[src/rtl/wb_core_arbiter.sv]
// Two-master to one-slave Wishbone classic arbiter.
// m0 carries core data traffic, m1 carries instruction fetch. A grant is held
// for the whole CYC, transfers are forwarded combinationally, and a stalled
// transfer is aborted after TIMEOUT_CYCLES cycles without ACK/ERR.
module wb_core_arbiter #(
  parameter int ADDR_W         = 32,
  parameter int DATA_W         = 32,
  parameter int TIMEOUT_CYCLES = 255,
  parameter int ROUND_ROBIN    = 1
) (
  input  logic                clk,
  input  logic                rstn_i,
  // master 0 (core data)
  input  logic                m0_cyc_i,
  input  logic                m0_stb_i,
  input  logic                m0_we_i,
  input  logic [ADDR_W-1:0]   m0_adr_i,
  input  logic [DATA_W-1:0]   m0_dat_i,
  input  logic [DATA_W/8-1:0] m0_sel_i,
  output logic [DATA_W-1:0]   m0_dat_o,
  output logic                m0_ack_o,
  output logic                m0_err_o,
  // master 1 (instruction fetch)
  input  logic                m1_cyc_i,
  input  logic                m1_stb_i,
  input  logic                m1_we_i,
  input  logic [ADDR_W-1:0]   m1_adr_i,
  input  logic [DATA_W-1:0]   m1_dat_i,
  input  logic [DATA_W/8-1:0] m1_sel_i,
  output logic [DATA_W-1:0]   m1_dat_o,
  output logic                m1_ack_o,
  output logic                m1_err_o,
  // slave side
  output logic                s_cyc_o,
  output logic                s_stb_o,
  output logic                s_we_o,
  output logic [ADDR_W-1:0]   s_adr_o,
  output logic [DATA_W-1:0]   s_dat_o,
  output logic [DATA_W/8-1:0] s_sel_o,
  input  logic [DATA_W-1:0]   s_dat_i,
  input  logic                s_ack_i,
  input  logic                s_err_i,
  // one-hot current grant, bit0 = m0
  output logic [1:0]          grant_o
);

  localparam int CNT_W = (TIMEOUT_CYCLES > 1) ? $clog2(TIMEOUT_CYCLES + 1) : 1;
  // The abort fires on the stall cycle that would bring the count to TIMEOUT_CYCLES.
  localparam logic [CNT_W-1:0] TMO_LAST = CNT_W'(TIMEOUT_CYCLES - 1);

  typedef enum logic [1:0] {IDLE, GNT0, GNT1, ABORT} state_t;

  state_t           state;
  logic             last_m1;
  logic [CNT_W-1:0] tmo_cnt;
  logic             act_cyc;
  logic             act_stb;
  logic             stalled;
  logic             timeout;

  // Request lines of the currently granted master, plus stall/timeout detection.
  always_comb begin
    act_cyc = 1'b0;
    act_stb = 1'b0;
    if (state == GNT0) begin
      act_cyc = m0_cyc_i;
      act_stb = m0_stb_i;
    end else if (state == GNT1) begin
      act_cyc = m1_cyc_i;
      act_stb = m1_stb_i;
    end
    stalled = act_cyc && act_stb && !s_ack_i && !s_err_i;
    timeout = (TIMEOUT_CYCLES != 0) && stalled && (tmo_cnt == TMO_LAST);
  end

  // Arbitration FSM; grant, last-grant pointer and stall counter are registered here.
  always_ff @(posedge clk) begin
    if (!rstn_i) begin
      state   <= IDLE;
      grant_o <= 2'b00;
      last_m1 <= 1'b1;
      tmo_cnt <= '0;
    end else begin
      case (state)
        IDLE: begin
          tmo_cnt <= '0;
          if (m0_cyc_i && m1_cyc_i) begin
            if ((ROUND_ROBIN != 0) && !last_m1) begin
              state   <= GNT1;
              grant_o <= 2'b10;
            end else begin
              state   <= GNT0;
              grant_o <= 2'b01;
            end
          end else if (m0_cyc_i) begin
            state   <= GNT0;
            grant_o <= 2'b01;
          end else if (m1_cyc_i) begin
            state   <= GNT1;
            grant_o <= 2'b10;
          end
        end
        GNT0, GNT1: begin
          if (!act_cyc) begin
            state   <= IDLE;
            grant_o <= 2'b00;
            last_m1 <= (state == GNT1);
            tmo_cnt <= '0;
          end else if (timeout) begin
            state   <= ABORT;
            tmo_cnt <= '0;
          end else if (stalled) begin
            tmo_cnt <= tmo_cnt + CNT_W'(1);
          end else begin
            tmo_cnt <= '0;
          end
        end
        ABORT: begin
          if (!(grant_o[1] ? m1_cyc_i : m0_cyc_i)) begin
            state   <= IDLE;
            last_m1 <= grant_o[1];
            grant_o <= 2'b00;
          end
        end
        default: begin
          state   <= IDLE;
          grant_o <= 2'b00;
        end
      endcase
    end
  end

  // Combinational request/response routing for the granted master; everything else sees zeros.
  always_comb begin
    s_cyc_o  = 1'b0;
    s_stb_o  = 1'b0;
    s_we_o   = 1'b0;
    s_adr_o  = '0;
    s_dat_o  = '0;
    s_sel_o  = '0;
    m0_dat_o = '0;
    m0_ack_o = 1'b0;
    m0_err_o = 1'b0;
    m1_dat_o = '0;
    m1_ack_o = 1'b0;
    m1_err_o = 1'b0;
    case (state)
      GNT0: begin
        s_cyc_o  = m0_cyc_i;
        s_stb_o  = m0_stb_i;
        s_we_o   = m0_we_i;
        s_adr_o  = m0_adr_i;
        s_dat_o  = m0_dat_i;
        s_sel_o  = m0_sel_i;
        m0_dat_o = s_dat_i;
        m0_ack_o = s_ack_i;
        m0_err_o = s_err_i || timeout;
      end
      GNT1: begin
        s_cyc_o  = m1_cyc_i;
        s_stb_o  = m1_stb_i;
        s_we_o   = m1_we_i;
        s_adr_o  = m1_adr_i;
        s_dat_o  = m1_dat_i;
        s_sel_o  = m1_sel_i;
        m1_dat_o = s_dat_i;
        m1_ack_o = s_ack_i;
        m1_err_o = s_err_i || timeout;
      end
      default: begin
      end
    endcase
  end

endmodule

[config.mk]
export PLATFORM = sky130hd
export DESIGN_NAME = wb_core_arbiter
export DESIGN_NICKNAME = d
export VERILOG_FILES = /design/src/rtl/wb_core_arbiter.sv
export SDC_FILE = /design/constraint.sdc
export NUM_CORES = 1
export LEC_CHECK = 0
export ABC_AREA = 1
export CELL_PAD_IN_SITES_DETAIL_PLACEMENT = 1
export CELL_PAD_IN_SITES_GLOBAL_PLACEMENT = 1
export CORE_AREA = 8 8 116 118
export CTS_CLUSTER_SIZE = 28
export DETAILED_ROUTE_END_ITERATION = 6
export DIE_AREA = 0 0 124 126
export DONT_BUFFER_PORTS = 1
export PLACE_DENSITY = 0.51
export SYNTH_ARGS = -nofsm -noshare
export SYNTH_HDL_FRONTEND = slang
export SYNTH_SLANG_ARGS = --single-unit
[constraint.sdc]
create_clock -name clk -period 2 [get_ports clk]
set_input_delay 0.6 -clock clk [delete_from_list [all_inputs] [get_ports clk]]
set_output_delay 0.6 -clock clk [all_outputs]
set_load 0.005 [all_outputs]
==> qor.csv, run 1 <==
stage,metric,value,unit
outcome,status,finished with violations,
outcome,failing checks,setup timing,
synth,Seq cells post-synth,13,
global_routing,gr ovfl total,0,
floorplan,die height,126,um
sta,fin crit period,2.117,ns
global_routing,GRT Util Overall,0.1589,
global_routing,antenna violations before repair,1,
finish,fill count,1475,
sta,max_slew headroom,0.8298,
finish,Multi-input gate area,2327,um2
critical_path,Most Frequent Cell on Critical Path,nand2_4,
floorplan,Initial Util,0.2045,
drt,vias,3420,
floorplan,I/O pin count,319,
critical_path,Crit path max-delay family,flip-flops,
clock_network,clk root buf,clkbuf_16,
drt,antenna-violating nets left,0,
critical_path,WS Path Type,reg -> out,
global_routing,vias in the first global route,3420,
sta,Tcrit/Tclk final,1.059,
drt,wire per inst,24.16,um
drt,routed wire length,16620,um
clock_network,TritonCTS buffer count,3,
global_routing,largest net degree at the start of global routing,42,
floorplan,core box area,11710,um2
critical_path,critical path arrival,1.52,ns
floorplan,die area,15620,um2
clock_network,hold_buf cts,0,
synth,Async SR Flop Fraction,0,
synth,top cell type's share of synthesized area,0.3621,
clock_network,Max H-tree Level,1,
finish,Post-Layout Inst Area,4197,um2
critical_path,CP cell instances,buf_6 -> ha_4 -> buf_4 -> nand2_4 -> nand2_4 -> inv_4 -> nor2_4 -> nand3_4 -> a21boi_2,
placed_design,Post-Place Cells,638,
power,"Power, Total",6.854,mW
floorplan,FP Rows,40,
synth,"EDFF count, synth",0,
finish,area grow syn2layout,75.23,%
sta,final setup fails,78,
power,Pwr Density,1633,nW/um2
finish,Post-Layout Cell Count,688,
synth,Mapped Nets,689,
sta,FMAX,0.4723,GHz
clock_network,clock slew at reported path FFs,0.05,ns
critical_path,Critical Path RT,1.40,ns
power,LEAKAGE,1.881,nW
synth,"area leader, netlist",nand2_1,
critical_path,Critical path buffers and inverters,3,
critical_path,Worst setup EP type,output pin,
critical_path,startpoint types,flip-flop,
sta,max-slew violations,0,
synth,synth top area cells,"nand2_1 36%, a21oi_1 15%, inv_1 14%",
placed_design,Port Buf Inserts,0,
clock_network,Clock Tree Buf Depth,2,
power,Worst VDD drop,837.2,uV
sta,clock skew,0.008577,ns
critical_path,critical path peak fanout,4,
floorplan,die width,124,um
synth,Synth cell types,28,
clock_network,"Clk Latency, worst-skew pair",0.25,ns
critical_path,critical path's slowest cell,dfxtp_4,
synth,mapped cell area,2395,um2
sta,unrepaired setup endpoints after global routing,yes,
finish,share of layout cells above drive strength 1,0.5574,
synth,Synthesis Warnings,0,
placed_design,Placer Congestion,0.8723,
drt,drt drc,0,
min_path,Worst Hold Class,in -> reg,
synth,Synth Instances,503,
drt,vias per cell,4.971,
synth,"Primary FF master, synth",dfxtp_1,
clock_network,CTS tree,yes,
sta,final worst slack,-0.1172,ns
placed_design,Place WS,-0.006510,ns
run,Max Cap Violations,0,
finish,Nets,727,
placed_design,placed cell areas,2686,um2
finish,final core utilization,0.3583,
synth,post-synthesis sequential area ratio,0.1087,
drt,Pre-antenna DRT Iters,4,
drt,DRT iter0 DRCs,104,
synth,Mapped Avg Cell Area,4.761,um2
placed_design,HPWL after DPL,10680,um
sta,actual slew at the worst max-slew pin,0.2542,ns
critical_path,Slowest Stage Delay on Critical Path,0.37,ns
finish,Register Area,267.8,um2
global_routing,first-pass GRT wire length,19550,um
clock_network,CTS Sinks,13,
sta,final hold vios,0,
## metal layers
metal,vias to the layer above,track usage,wire length (um)
met5,-,0,0
met4,0,0.02801,158
met3,14,0.05719,1875
met2,222,0.3067,8979
met1,1610,0.1572,5605
li1,1574,-,-
## report_power, final
| part | leakage, nW | total [mW] | internal [mW] | switching (mW) |
|---|---|---|---|---|
| Clock | 0.0382 | 0.394 | 0.270 | 0.124 |
| Combinational | 1.74 | 6.08 | 2.61 | 3.47 |
| Sequential | 0.107 | 0.376 | 0.318 | 0.0580 |
## final timing paths
kind                                 start    endpoint  slack [ns]  cells past startpoint
worst max-delay path              state[1]    m0_err_o       -0.12                      9
worst min-delay path                rstn_i     last_m1        0.44                      1
worst max register to register    state[1]  grant_o[0]        0.23                     14
worst min register to register  grant_o[1]  grant_o[1]        0.52                      2
## final cells by class
| cell class | instances | share of cell area |
|---|---|---|
| Clock buffer | 4 | 0.01878 |
| Antenna cell | 1 | 0.0005963 |
| Sequential cell | 13 | 0.06380 |
| Inverter | 90 | 0.08348 |
| Multi-Input combinational cell | 369 | 0.5546 |
| Timing Repair Buffer | 64 | 0.2349 |
| Tap cell | 147 | 0.04383 |
## through the flow
step | TNS (ns) | hold WS [ns]
global placement | 0 | 0.5082
floorplan | 0 | 0.4763
detailed placement | -0.006510 | 0.5181
global route | -9.977 | 0.4563
finish | -5.074 | 0.4382
CTS | -3.824 | 0.4285
## state kept, by name, summed over array words and instances (netlist names)
register and flops:
grant_o 2, last_m1 1, state 2, tmo_cnt 8
## cell usage in the layout (no fill, tap or decap), drive strengths merged
master	instances
nand2	239
or2	1
buf	54
xor2	3
and2	1
nand4	4
nor3	2
o211ai	1
o21ai	6
nor2	20
a21oi	74
xnor2	3
dfxtp	13
clkbuf	14
diode	1
ha	8
a21boi	1
inv	90
nand3	6
## cells by family (layout without fill, tap and decap cells)
group                    after synthesis  after routing  synth area share
AO/OA/AOI/OAI                         82             82            0.1750
XOR/XNOR                               6              6           0.02195
adder cells (fa/ha/maj)                8              8           0.04180
buffers and inverters                121            158            0.1975
flip-flops                            13             13            0.1087
other                                  0              1                 0
AND/OR/NAND/NOR                      273            273            0.4551
## synth_stat cells, types with 4 or more instances
library cell and n:
dfxtp_1 13, ha_1 8, nand2_1 231, nand4_1 4
buf_2 12, nand2_2 7, nand3_1 6, nor2_1 18
inv_1 87, a21oi_1 73, clkbuf_1 15, o21ai_0 5
## worst reg2reg max path: cells and delay by family (launching register included)
family	cells	cell delay, ns
buf+inv	5	0.59
simple gates	7	0.51
flops	1	0.36
fa+ha+maj	1	0.17
compound gates	1	0.05
## repair_timing
action                     CTS  global route
gates resized for setup     90           189
cloned                       6            16
pin swaps                   17            23
setup buffers                7            19
setup endpoints to repair  101           118
Power figures use the tool's default switching activity.
==> run 2: changes to the inputs <==
- SETUP_SLACK_MARGIN: not set -> 0.3
==> run 2 against run 1 <==
  * The run still ends with setup timing left
  * Core utilization up 1.0 points
  * Die area unchanged
  * Hold slack improved by 0.012 ns
  * Combinational power fell by 1%
  * Count of clock-buffer cells in the layout is the same
  * Sequential share of layout area down 0.18 points
  * Clock power shrank 5%
  * Non-clock buffer count rose by 3
==> qor.csv, run 2 (synthesis results as in run 1) <==
stage,metric,value,unit
finish,Nets,730,
floorplan,Initial Util,0.2045,
finish,Post-Layout Cell Count,690,
clock_network,clock slew at reported path FFs,0.04,ns
sta,final hold vios,0,
finish,"Most flops, register",tmo_cnt,
placed_design,Post-Place Cells,640,
power,Sw Share,0.5171,
power,LEAKAGE,2.124,nW
drt,DRT iter0 DRCs,127,
global_routing,first-pass GRT wire length,20960,um
drt,wire per inst,24.04,um
sta,final setup fails,107,
critical_path,startpoint types,flip-flop,
finish,Register Area,267.8,um2
power,Pwr Density,1565,nW/um2
critical_path,WS Path Type,reg -> out,
sta,fin crit period,2.200,ns
global_routing,antenna violations before repair,1,
sta,max_slew headroom,0.7945,
sta,Hold WS,0.4506,ns
finish,antenna cells,0,
clock_network,hold_buf cts,0,
power,clock power share,0.056,
critical_path,Critical Path RT,1.40,ns
critical_path,R2R Path End,tmo_cnt[5],
global_routing,largest net degree at the start of global routing,34,
sta,max-slew violations,0,
drt,drt drc,0,
global_routing,gr ovfl total,0,
power,Logic pwr share,0.888,
power,switching pwr,3.494,mW
critical_path,FF-to-FF Start,state[1],
finish,"most common cell after layout, fill and taps aside",nand2_1,
sta,actual slew at the worst max-slew pin,0.3091,ns
critical_path,Worst setup EP type,output pin,
sta,unrepaired setup endpoints after global routing,yes,
finish,Largest regs,"tmo_cnt: 8 flops, grant_o: 2 flops, state: 2 flops",
floorplan,die height,126,um
sta,Tcrit/Tclk final,1.100,
critical_path,R2R setup slack,0.22,ns
sta,clock skew,0.003576,ns
global_routing,GRT Util Overall,0.1733,
clock_network,clk root buf,clkbuf_16,
finish,share of layout cells above drive strength 1,0.4862,
drt,vias per cell,4.962,
drt,vias,3424,
floorplan,die area,15620,um2
power,Worst VDD drop,842.6,uV
run,Max Cap Violations,0,
finish,max FFs per register,8,
finish,Multi-input gate area,2402,um2
drt,antenna-violating nets left,0,
sta,final worst slack,-0.1995,ns
finish,"commonest non-fill, non-tap cells in the layout","156 x nand2_1, 48 x nand2_4, 46 x inv_2",
floorplan,die width,124,um
clock_network,CTS tree,yes,
min_path,hold path startpoint,rstn_i,
clock_network,Clock Tree Buf Depth,2,
placed_design,Port Buf Inserts,0,
floorplan,FP Rows,40,
power,Seq pwr share,0.056,
clock_network,CTS Sinks,13,
placed_design,placed cell areas,2735,um2
floorplan,core box area,11710,um2
placed_design,HPWL after DPL,11890,um
drt,Pre-antenna DRT Iters,4,
clock_network,Max H-tree Level,1,
critical_path,critical path arrival,1.60,ns
clock_network,"Clk Latency, worst-skew pair",0.24,ns
min_path,Hold Path Depth,1,
floorplan,I/O pin count,319,
min_path,Hold EP,last_m1,
clock_network,TritonCTS buffer count,3,
placed_design,Placer Congestion,0.8528,
global_routing,vias in the first global route,3373,
power,P_int,3.263,mW
finish,fill count,1436,
finish,Post-Layout Inst Area,4317,um2
critical_path,critical path peak fanout,6,
outcome,status,finished with violations,
min_path,Worst Hold Class,in -> reg,
finish,area grow syn2layout,80.25,%
drt,routed wire length,16590,um
sta,FMAX,0.4546,GHz
outcome,failing checks,setup timing,
critical_path,R2R cell count,13,
## run 2: how the worst max path moves through the flow
stage / start / to / cells past startpoint
detailed placement: state[0] / s_dat_o[9] / 6
CTS: state[0] / s_sel_o[1] / 6
global placement: state[0] / s_dat_o[7] / 6
finish: state[1] / m0_err_o / 9
global route: state[0] / s_sel_o[1] / 6
floorplan: state[1] / m0_err_o / 9
## run 2: power groups by stage
stage	clock network, mW	logic, mW	registers [mW]
global route	0.402	6.38	0.391
detailed placement	0	3.14	0.401
CTS	0.383	4.36	0.386
floorplan	0	2.30	0.381
finish	0.375	6.00	0.381
global placement	0	3.08	0.394
## run 2: worst max-delay path: stages, from the launching register on
cell and delay (ns):
dfxtp_4 0.36, inv_4 0.07, ha_4 0.15, buf_12 0.14
nand2_8 0.06, nand2_4 0.08, inv_4 0.04, nor2_4 0.12
nand3_4 0.11, a21boi_4 0.22
## run 2: final cells by class
class	count	area share
Inverter	90	0.08058
Sequential cell	13	0.06203
Tap cell	147	0.04261
Multi-Input combinational cell	369	0.5565
Clock buffer	4	0.01826
Timing Repair Buffer	67	0.2400
## run 2: timing repair
action,4_1_cts,5_1_grt
pin swaps,19,48
resized for setup,90,164
endpoints found under the setup margin,139,149
cloned,7,12
buffers inserted,9,18
## run 2: through the flow
stage | utilization | setup TNS [ns] | setup WS (ns) | power [mW]
after floorplan | - | 0 | 0.2284 | 2.683
after global routing | 0.3686 | -15.53 | -0.2565 | 7.177
after detailed placement | 0.2335 | -0.02399 | -0.01613 | 3.541
final | 0.3686 | -9.669 | -0.1995 | 6.757
after CTS | 0.2910 | -9.277 | -0.1599 | 5.128
after global placement | 0.2335 | 0 | 0.01791 | 3.469
## run 2: metal layers
metal / up-vias / share of wire / global-route usage
met5: - / 0.00078 / 0
met4: 2 / 0.0096 / 0.02941
met3: 16 / 0.12 / 0.05139
met2: 190 / 0.51 / 0.2998
met1: 1629 / 0.37 / 0.2072
li1: 1587 / - / -
==> variant 1, RTL diff (config.mk and constraints of run 2) <==
`TIMEOUT_CYCLES`: 255 -> 510.
--- a/src/rtl/wb_core_arbiter.sv
+++ b/src/rtl/wb_core_arbiter.sv
@@ -5,7 +5,7 @@
 module wb_core_arbiter #(
   parameter int ADDR_W         = 32,
   parameter int DATA_W         = 32,
-  parameter int TIMEOUT_CYCLES = 255,
+  parameter int TIMEOUT_CYCLES = 510,
   parameter int ROUND_ROBIN    = 1
 ) (
   input  logic                clk,
Check against the original RTL: no difference found for any inputs over 4 cycles, from zero or initial values and one cycle with rstn_i low; that may be too few to reach the edited logic, so the function may still have changed.
==> variant 1 against run 2 <==
The flow still finishes with violations (negative setup slack); total power up 7.5%; fmax down 0.74%; worst setup slack worse by 0.016 ns; final area up 26%; utilization up 9.5 points; synthesized area up 4.8%; synthesized cell count up 6.2%; sequential cell count up 1; routed wire length up 18%.
==> variant 1: results (changes against run 2) <==
Final HPWL DP 12200 um (+2.5%); Clock group 398 uW (+6.1%); setup violators final 120 (+12%); Seq/Total Area, Yosys 11.2% (+0.30 points); CP arrival 1.62 ns (+0.02 ns); Global Route Usage Sum 20.0% (+2.7 points); Least-Margin Pin Slew 0.450 ns (+0.141 ns); first-pass GRT wire length 24000 um (+15%); via count 3851 (+12%); Synth top cells by count nand2_1, inv_1, a21oi_1, nor2_1, clkbuf_1; cell taking the most area after synthesis nand2_1; syn_nets 720 (+4.5%); Tcrit/Tclk final 111% (+0.82 points); Setup WS post-layout -0.216 ns (-0.0164 ns); Initial DRC Count 160 (+26%); routability congestion estimate 0.880 (+3.1%); largest net degree at the start of global routing 35 (+2.9%); Largest regs tmo_cnt: 9 flops, grant_o: 2 flops, state: 2 flops; average routed wire per standard cell 26.5 um (+10%); initial antenna violation count 0 (-1); fin cells 742 (+7.5%); placed insts 673 (+5.2%); Setup Skew 0.00211 ns (-0.00147 ns); Layout Nets 782 (+7.1%); Layout fillers 1373 (-4.4%); VDD IR max 0.000554 V (-34%); DP Worst Slack 0.0156 ns (+0.0317 ns); P_int 3600 uW (+10%); leakage 0.00266 uW (+25%); most area-consuming cells after synthesis nand2_1, a21oi_1, inv_1; layout cells sized above 1 61.0% (+12 points); outcome finished with violations; H-tree depth 1 (unchanged); failing checks negative setup slack; vias in the first global route 3766 (+12%)
[variant 1: cell type report]
cell class | count | area, um2 | area share [%]
clock inverters | 1 | 3.75 | 0.0691
multi-input cells | 391 | 3080 | 56.7
inverters | 98 | 403 | 7.42
well taps | 147 | 184 | 3.39
flip-flops and latches | 14 | 288 | 5.30
clock buffers | 3 | 75.1 | 1.38
repair buffers | 88 | 1400 | 25.8
[variant 1: cell families after synthesis]
kind of cell               Yosys count  share of synthesized area [%]
AOI/OAI and AO/OA                   85                           17.1
buffers and inverters              130                           20.2
xor gates and xnor gates             5                           1.75
DFF                                 14                           11.2
adders and majority gates            8                           3.99
and+or+nand+nor                    292                           45.8
[variant 1: final timing paths]
path,start,endpoint,slack [ns],cells after the start
max,state[1]$_SDFFE_PN0P_,s_dat_o[12],-0.22,5
min,rstn_i,last_m1$_SDFFE_PN1P_,0.43,1
max reg2reg,state[1]$_SDFFE_PN0P_,tmo_cnt[8]$_SDFFE_PN0P_,0.07,14
min reg2reg,last_m1$_SDFFE_PN1P_,last_m1$_SDFFE_PN1P_,0.47,2
[variant 1: what timing repair did]
action | CTS | global route
buffers inserted | 19 | 20
endpoints found under the setup margin | 139 | 153
gates cloned | 17 | 9
gates resized for setup | 200 | 231
pin swaps | 13 | 67
[variant 1: per-layer routing]
layer	vias up	track usage [%]	part of all wire [%]
met1	1891	24.4	39
met3	40	4.74	8.2
met2	199	34.2	50
met4	0	4.83	2.9
li1	1721	-	-
met5	-	0	0
[variant 1: stage by stage]
| step | util [%] | power [uW] | cell area (um2) |
|---|---|---|---|
| floorplan | - | 2120 | 2640 |
| global placement | 24.4 | 2770 | 2860 |
| detailed placement | 24.4 | 2820 | 2860 |
| CTS | 36.4 | 5730 | 4270 |
| global route | 46.4 | 7580 | 5430 |
| finish | 46.4 | 7260 | 5430 |
==> variant 2, RTL diff (config.mk and constraints of run 2) <==
Without the edit above. Re-encode `state_t` (4 states) as one-hot, 4 bits wide.
--- a/src/rtl/wb_core_arbiter.sv
+++ b/src/rtl/wb_core_arbiter.sv
@@ -48,7 +48,7 @@
   // The abort fires on the stall cycle that would bring the count to TIMEOUT_CYCLES.
   localparam logic [CNT_W-1:0] TMO_LAST = CNT_W'(TIMEOUT_CYCLES - 1);
 
-  typedef enum logic [1:0] {IDLE, GNT0, GNT1, ABORT} state_t;
+  typedef enum logic [3:0] {IDLE = 4'b0001, GNT0 = 4'b0010, GNT1 = 4'b0100, ABORT = 4'b1000} state_t;
 
   state_t           state;
   logic             last_m1;
Formal check against the unedited RTL: no difference found for any inputs over 4 cycles, from zero or initial values and one cycle with rstn_i low; so few cycles prove little.
==> variant 2 against run 2 <==
The flow still finishes with violations (negative setup slack); worst setup slack improved by 0.038 ns; routed wire length increased by 14%; combinational power decreased by 46%; global-route usage increased by 1.1 points; sequential cell count increased by 2; synthesized area decreased by 1.9%; worst hold slack got worse by 0.014 ns; final area increased by 18%; utilization increased by 6.5 points; total power decreased by 40%; critical endpoint unchanged; largest power group unchanged.
==> variant 2: results (changes against run 2) <==
R2R Setup Slk 0.27 ns (+0.05 ns); postcts setup bufs 19 (+10); layout cells sized above 1 62.8% (+14 points); crit path time final 2.16 ns (-0.0383 ns); Layout Nets 702 (-3.8%); CP arrival 1.56 ns (-0.04 ns); Seq cells 15 (+2); Setup WS post-layout -0.161 ns (+0.0383 ns); Global Route Usage Sum 18.4% (+1.1 points); Final HPWL DP 11300 um (-5.3%); largest net degree at the start of global routing 35 (+2.9%); Layout fillers 1385 (-3.6%); #MultiIn Comb 370 (+0.27%); routability congestion estimate 0.812 (-4.7%); Synth Area in Adders 1.06% (-3.1 points); buffering overhead 25.1% (+1.1 points); outcome finished with violations; Crit Path Max Fanout 4 (-2); fraction of area in registers 6.15% (-0.048 points); most area-consuming cells after synthesis nand3_1, nand2_1, dfxtp_1; Vias per Instance 5.53 (+11%); initial antenna violation count 0 (-1); Layout Utilization 43.4% (+6.5 points); normalized max-slew margin 71.7% (-7.7 points); setup violators final 84 (-21%); placed cell area 2670 um2 (-2.5%); Initial DRC Count 223 (+76%); Setup Skew 0.00411 ns (+0.000538 ns); Unique masters post-synth 24 (-14%); Non-clk bufs 76 (+13%); xor and xnor area share after synthesis 0.373% (-1.8 points); clock tree cell share of total cell area 1.58% (-0.25 points); leakage 0.00196 uW (-7.9%); failing checks negative setup slack
variant 2: changes by cell type after synthesis, sizes merged, moves of 3 or more:
cell and delta:
a21oi -58, clkbuf +3, ha -6, inv -35, nand2 -144, nand3 +149
nor2 +61, xnor2 -3
variant 2: power by group through the flow:
stage | Combinational [uW] | Sequential, uW | Clock, uW
floorplan | 924 | 376 | 0
global placement | 1300 | 390 | 0
detailed placement | 1330 | 391 | 0
CTS | 2210 | 392 | 406
global route | 3410 | 406 | 429
finish | 3260 | 401 | 407
variant 2: critical path, cell delays in order, from the launching register on:
cell and delay (ns):
dfxtp_4 0.38, inv_4 0.05, nor2_4 0.12, buf_12 0.13, nand3_4 0.07, nand2_2 0.08
nand2_2 0.08, nor2_4 0.14, nand2_4 0.09, a21oi_2 0.17
variant 2: per-stage QoR:
| stage | power [uW] | std cells | TNS, ns | hold slack [ns] |
|---|---|---|---|---|
| floorplan | 1300 | 476 | 0 | 0.437 |
| global placement | 1690 | 607 | 0 | 0.459 |
| detailed placement | 1720 | 607 | 0 | 0.478 |
| CTS | 3010 | 643 | -1.14 | 0.440 |
| global route | 4240 | 668 | -7.00 | 0.434 |
| finish | 4070 | 668 | -2.13 | 0.436 |
variant 2: routing by layer:
metal	global-route usage, %	up-vias	wire, um	share of wire, %
met1	20.9	1815	6510	34
met4	2.59	0	356	1.9
met3	2.37	28	1490	7.9
met2	35.6	199	10600	56
met5	0	-	0	0
li1	-	1653	-	-
variant 2: path summary, 6_finish.rpt:
path / endpoint / cells after the start
worst min register to register: tmo_cnt[4]$_SDFFE_PN0P_ / 2
worst min-delay path: state[0]$_SDFFE_PN1P_ / 1
worst max-delay path: m0_err_o / 9
worst max register to register: state[2]$_SDFFE_PN0P_ / 12
